## src/rtl/iqueue_param.sv

```systemverilog
// Circular instruction queue between fetch and issue.
// Head entry is presented through a valid/ready handshake.
module iqueue_param #(
  parameter int DEPTH       = 16,
  parameter int ADDR_W      = 4,
  parameter int XLEN        = 32,
  parameter int AFULL_SLACK = 2
) (
  input  logic              clk,
  input  logic              rst,
  input  logic              rdy,
  input  logic              flush,
  input  logic              inst_rdy,
  input  logic [XLEN-1:0]   inst,
  input  logic [XLEN-1:0]   pc_in,
  input  logic              pred_in,
  output logic              almost_full,
  output logic              full,
  output logic              out_valid,
  input  logic              out_ready,
  output logic [XLEN-1:0]   out_inst,
  output logic [XLEN-1:0]   out_pc,
  output logic              out_pred,
  output logic [ADDR_W:0]   count,
  output logic              overflow
);

  typedef struct packed {
    logic [XLEN-1:0] inst;
    logic [XLEN-1:0] pc;
    logic            pred;
  } entry_t;

  localparam logic [ADDR_W:0] FULL_CNT =
    (ADDR_W+1)'(DEPTH);
  localparam logic [ADDR_W:0] AF_CNT =
    (ADDR_W+1)'(DEPTH - AFULL_SLACK);

  entry_t            mem [DEPTH];
  entry_t            head_e;
  logic [ADDR_W-1:0] head;
  logic [ADDR_W-1:0] tail;
  logic              push;
  logic              pop;
  logic              drop;

  assign full        = (count == FULL_CNT);
  assign almost_full = (count >= AF_CNT);
  assign out_valid   = (count != '0);

  // Flush wins over both strobes and never flags overflow.
  assign push = rdy && !flush && inst_rdy && !full;
  assign pop  = rdy && !flush && out_valid && out_ready;
  assign drop = rdy && !flush && inst_rdy && full;

  assign head_e   = out_valid ? mem[head] : '0;
  assign out_inst = head_e.inst;
  assign out_pc   = head_e.pc;
  assign out_pred = head_e.pred;

  always_ff @(posedge clk) begin
    if (push) begin
      mem[tail] <= '{inst: inst, pc: pc_in, pred: pred_in};
    end
  end

  always_ff @(posedge clk or negedge rst) begin
    if (!rst) begin
      head     <= '0;
      tail     <= '0;
      count    <= '0;
      overflow <= 1'b0;
    end else if (rdy) begin
      if (drop) begin
        overflow <= 1'b1;
      end
      if (flush) begin
        head  <= '0;
        tail  <= '0;
        count <= '0;
      end else begin
        if (push) begin
          tail <= tail + ADDR_W'(1);
        end
        if (pop) begin
          head <= head + ADDR_W'(1);
        end
        count <= count + (ADDR_W+1)'(push)
                       - (ADDR_W+1)'(pop);
      end
    end
  end

endmodule

```

## config.mk

```make
export PLATFORM = sky130hd
export DESIGN_NAME = iqueue_param
export DESIGN_NICKNAME = d
export VERILOG_FILES = /design/src/rtl/iqueue_param.sv
export SDC_FILE = /design/constraint.sdc
export NUM_CORES = 1
export LEC_CHECK = 0
export CAP_MARGIN = 30
export CELL_PAD_IN_SITES_DETAIL_PLACEMENT = 1
export CELL_PAD_IN_SITES_GLOBAL_PLACEMENT = 2
export CORE_ASPECT_RATIO = 1.75
export CORE_UTILIZATION = 45
export DETAILED_ROUTE_END_ITERATION = 8
export DONT_BUFFER_PORTS = 1
export MAX_ROUTING_LAYER = met4
export PLACE_DENSITY = 0.67
export SLEW_MARGIN = 20
export SYNTH_ARGS = -nofsm -noshare
export SYNTH_HDL_FRONTEND = slang
export SYNTH_SLANG_ARGS = --single-unit
```

## constraint.sdc

```tcl
create_clock -name clk -period 8.74 [get_ports clk]
set_input_delay 0 -clock clk [delete_from_list [all_inputs] [get_ports clk]]
set_output_delay 0 -clock clk [all_outputs]
set_load 0.02 [all_outputs]
```

* Word level (Yosys, flattened, before mapping)
Memory sizes are Yosys's and may differ from the RTL's.
Index checks and enable logic that the tools add are counted.
** Operators by class
- Add/subtract/negate cells :: 4
- $lt $le $gt $ge :: 1
- Eq/ne operators :: 1
- Muxes and demuxes :: 8
- Reduce and logical (&&, ||, !) cells :: 14
** Operators by type and width (number)
- $mux W65 :: 1
- $mux W4 :: 4
- $add A4 B1 Y4 const B :: 2
- $logic_and A1 B1 Y1 :: 6
- $reduce_and A2 Y1 :: 3
- $add A5 B1 Y5 :: 1
- $eq A5 B5 Y1 const B :: 1
- $ge A5 B4 Y1 const B :: 1
- $mux W5 :: 1
- $reduce_bool A5 Y1 :: 1
- $sub A5 B1 Y5 :: 1
- $reduce_bool A2 Y1 :: 2
- $logic_not A1 Y1 :: 2
- $mux W1 :: 2
** Storage, ports and cells
- Flip-flop bits (word level) :: 14
- Bits in writable memories :: 1040
- Memories kept :: 1
** Memories
- mem :: depth 16, width 65, rd ports 1, clocked after Yosys merged registers in 0, wr ports 1, line 39 : entry_t mem [DEPTH];

* Logic depth before layout (Yosys ltp)
- Word-level depth :: 7
- Gate-level depth with buffers :: 15
- Gate-level depth less buffers :: 15

* Least setup slack after synthesis
Ideal clock, no wire load.
- Kind :: register to register
- From :: register count[2]
- To :: memory mem[0][0] (netlist bit) (enable)
- Library setup time :: 0.430 ns
- Arrival :: 3.318 ns
- Slack :: 4.993 ns
- Cell stages (with the launch flop) :: 8
- Period minus slack after synthesis :: 3.747 ns
- Path through :: dfrtp_1 -> inv_1 -> ha_1 -> and4bb_2 -> nor3b_4 -> inv_2 -> nor3_1 -> and2_1
** On the way
- Cells in the longest elaborated chain, start to end :: 5
** Ends and longest elaborated chain
- start, declared :: line 24 : output logic [ADDR_W:0] count,
- start signal, assigned :: line 88 : count <= count + (ADDR_W+1)'(push)
- $eq A5 B5 Y1 :: line 47 : assign full = (count == FULL_CNT);
- net full :: line 18 : output logic full,
- $logic_not A1 Y1 :: line 52 : assign push = rdy && !flush && inst_rdy && !full;
- $logic_and A1 B1 Y1 :: line 52
- $mux W1 :: line 62 : if (push) begin
- $mux W1 (not written as such) :: line 63 : mem[tail] <= '{inst: inst, pc: pc_in, pred: pred_in};
- end, declared :: line 39
The timed path passes the listed nets, and every way through them passes these cells.

* Worst setup path in the final report
- From :: register count[2]
- To :: memory mem[0][7] (netlist bit) (enable)
The elaborated chain is that of the path after synthesis.

==> Flow_metrics.wiki <==
{| class="wikitable"
! Metric !! Value
|-
| Result of the run || finished clean
|-
| Xor-xnor portion of the synthesized cell area || 0.000219
|-
| Post-synthesis share of cell area spent on and, or, nand and nor gates || 0.00837
|-
| Antenna violation net count after detailed routing || 0
|-
| Area share of the leading cell type in the synthesized netlist || 0.780
|-
| CP required || 9.05 ns
|-
| Arrival time of data at the critical path endpoint || 4.27 ns
|-
| Pin count of the biggest net entering global routing || 111
|-
| Main area contributors after synthesis || sky130_fd_sc_hd__edfxtp_1, sky130_fd_sc_hd__mux4_2, sky130_fd_sc_hd__a221o_1
|-
| Total number of vias || between 15000 and 20000
|-
| Buffers plus inverters on the worst setup path || 3
|-
| Sink Count || around 1100
|-
| Instance count after placement with tap cells included || roughly 2800
|-
| Final clock period utilization by the worst path || 0.454
|-
| Clock period minus final worst setup slack || a little under 4 ns
|-
| CTS buffer count || between 90 and 100
|-
| Mapped cell area || 40100 sq um
|-
| Multiplexer share of the synthesized area || 0.150
|-
| Synthesis Warnings || 0
|-
| Relative area change from synthesis to final layout || 13.2%
|-
| Max Clock Skew || 0.0157 ns
|-
| Peak Freq || 252 MHz
|-
| Number of global-route vias before repair || 19749
|-
| Via-per-instance ratio || around 5.8
|-
| Overflow after GRT || 0
|-
| Nets || 1848
|-
| Path type of the worst setup path || reg2reg
|-
| Die outline width || 228 um
|-
| Startpoint type of the worst setup path || flop
|-
| Dpl hpwl || 50200 um
|-
| Seq/Total Area, Yosys || 0.788
|-
| Number of setup buffers added after CTS || 0
|-
| Power Density || 288 nW/um^2
|-
| Final estimated routing congestion in global placement || 0.736
|-
| Maximum buffer depth of the clock tree || 3
|-
| Number of nets in the synthesized netlist || 1729
|-
| Share of cells above drive strength 1 || 0.238
|-
| DRC || 0
|-
| Total of max-cap violations || 0
|-
| Dominant combinational cell family by area after synthesis || multiplexers
|-
| Unique cell type count in the Yosys netlist || 48
|-
| Number of placed I/O pins || 145
|-
| Area leader, netlist || sky130_fd_sc_hd__edfxtp_1
|-
| Setup violation total in the final timing report || 0
|-
| Sum of negative setup slack || 0 ns
|-
| Number of input and output port buffers inserted || 0
|-
| Worst slew margin || 0.386
|-
| CTS-repair resized insts || 0
|-
| CTS clock-pin slew for the worst setup and hold paths || 0.07 ns
|-
| Max-slew violation count || 0
|-
| Antenna violations before repair || 9
|-
| Highest ir drop seen on vdd || 0.000211 V
|-
| Share of synthesized cell area in full adder, half adder and majority cells || 0.00487
|-
| Mean routed wirelength per cell || about 30 um
|-
| Row count || 144
|-
| Number of standard cells after synthesis || between 1500 and 2000
|-
| Global-route wire length before repair || roughly 130000 um
|-
| Number of hold violations in the final report || 0
|-
| Pre-CTS setup slack || 4.78 ns
|-
| Initial standard-cell utilization of the core || 0.455
|-
| Post-detailed-routing wire length || 90200 um
|-
| Class of the most critical hold timing path || in2reg
|-
| 1st-pass router iterations || 7
|-
| Element type at the critical path end || flop
|-
| Tot Pwr || around 13 mW
|-
| GRT Util Overall || 0.213
|-
| Unrepaired setup endpoints after global routing || no
|-
| Clock tree from TritonCTS || yes
|-
| Slowest stage delay, CP || 0.69 ns
|-
| Die Ht || 397 um
|-
| Number of storage elements in the synthesis netlist || approximately 1100
|-
| Number of hold buffers added after CTS || between 70 and 80
|-
| Placeable core region || 88100 sq um
|-
| Area fraction in compound gates after synthesis || 0.0344
|-
| Slowest-stage cell, CP || sky130_fd_sc_hd__and2_4
|-
| Number of standard cells in the layout, taps in and fillers out || 3015
|-
| Transition time at the pin with the least slew margin || 0.921 ns
|-
| Clock root buffer master || sky130_fd_sc_hd__clkbuf_16
|-
| Mean area per synthesized cell || 24.4 sq um
|-
| Family with the most delay on the worst path || simple AND/OR/NAND/NOR gates
|-
| Leakage power total || around 14 nW
|-
| Final worst setup slack || 4.78 ns
|-
| H-tree levels || 3
|-
| Area of the die || 90200 sq um
|-
| Number of DRC markers in iteration 0 || approximately 1200
|-
| Worst Path Max Fanout || 35
|-
| Clock latency of the later-clocked register in the worst-skew pair || around 0.7 ns
|-
| Cell Chain, Critical Path || inv_1 -> ha_1 -> and4bb_2 -> nor3b_4 -> inv_2 -> nor3_1 -> and2_4 -> buf_4
|}
## cell usage after synthesis, drive strengths merged
cell type,instances
o22ai,5
or4,1
a31o,1
nor3,4
o32ai,1
nand4,2
nand2,5
edfxtp,1040
mux4,260
nand3,4
nor2b,5
nor2,5
dfrtp,14
o21ai,4
mux2i,2
and4bb,1
a22oi,1
o311ai,2
and3,2
a211o,1
clkbuf,39
a21oi,5
ha,14
mux2,2
buf,48
o41ai,1
xnor2,1
a221o,64
nand2b,3
and4,4
o211ai,2
a22o,65
and2,12
inv,18
nor4b,1
o21bai,1
a21o,1
nor3b,1
fa,1
## report_power, final
| part | total [mW] | internal [mW] | switching [mW] |
|---|---|---|---|
| Clock | 4.19 | 2.35 | 1.84 |
| Combinational | 3.09 | 1.33 | 1.77 |
| Sequential | 5.78 | 5.63 | 0.150 |
## through the flow
step | hold WS, ns | utilization | instance area, sq um
CTS | 0.0879 | 0.514 | 45300
floorplan | -0.296 | - | 40100
finish | 0.136 | 0.515 | 45300
global route | 0.134 | 0.515 | 45300
global placement | -0.295 | 0.469 | 41300
detailed placement | -0.295 | 0.471 | 41500
## path summary, 6_finish.rpt
path	cells past startpoint	to	from	slack, ns
worst max-delay path	8	mem[0][7]	count[2]	4.78
worst min-delay path	2	overflow	inst_rdy	0.14
worst max register to register	8	mem[0][7]	count[2]	4.78
worst min register to register	1	overflow	overflow	0.64
max in group asynchronous	2	head[0]	rst	7.85
min in group asynchronous	2	overflow	rst	0.36
## cell families (layout without fill, tap and decap cells)
kind of cell / after synthesis / in the layout
compound gates: 154 / 154
flops: 1054 / 1054
simple gates: 50 / 50
mux: 264 / 264
other cells: 0 / 6
buf+inv: 105 / 303
xor+xnor: 1 / 1
fa+ha+maj: 15 / 15
## routing by layer
layer,up-vias,track usage,share of wire,routed length (um)
li1,7442,-,-,-
met1,9685,0.246,0.38,34400
met2,368,0.379,0.56,50500
met3,116,0.0365,0.041,3700
met4,0,0.0537,0.019,1690
met5,-,-,0,0
## placed cells by master (no fill, tap or decap), drive strengths merged, types with 5 or more instances in the layout
master	count
a22o	65
a21oi	5
nor2	5
bufinv	10
diode	6
dlygate4sd3	73
dfrtp	14
clkbuf	118
a221o	64
o22ai	5
mux4	260
nand2	5
inv	23
nor2b	5
and2	12
buf	35
ha	14
clkinv	40
edfxtp	1040
## state kept, by name (all words and copies together) (netlist names)
signal,count
mem,1040
head,4
overflow,1
count,5
tail,4
## layout make-up
class                           instances  area [sq um]
Clock inverter                         59           599
Timing Repair Buffer                  108          1130
Fill cell                            7478         42800
Sequential cell                      1054         31600
Antenna cell                            6          15.0
Tap cell                             1168          1460
Clock buffer                          118          2510
Inverter                               18          67.6
Multi-Input combinational cell        484          7970
No activity file was read; power rests on OpenSTA's default activity.
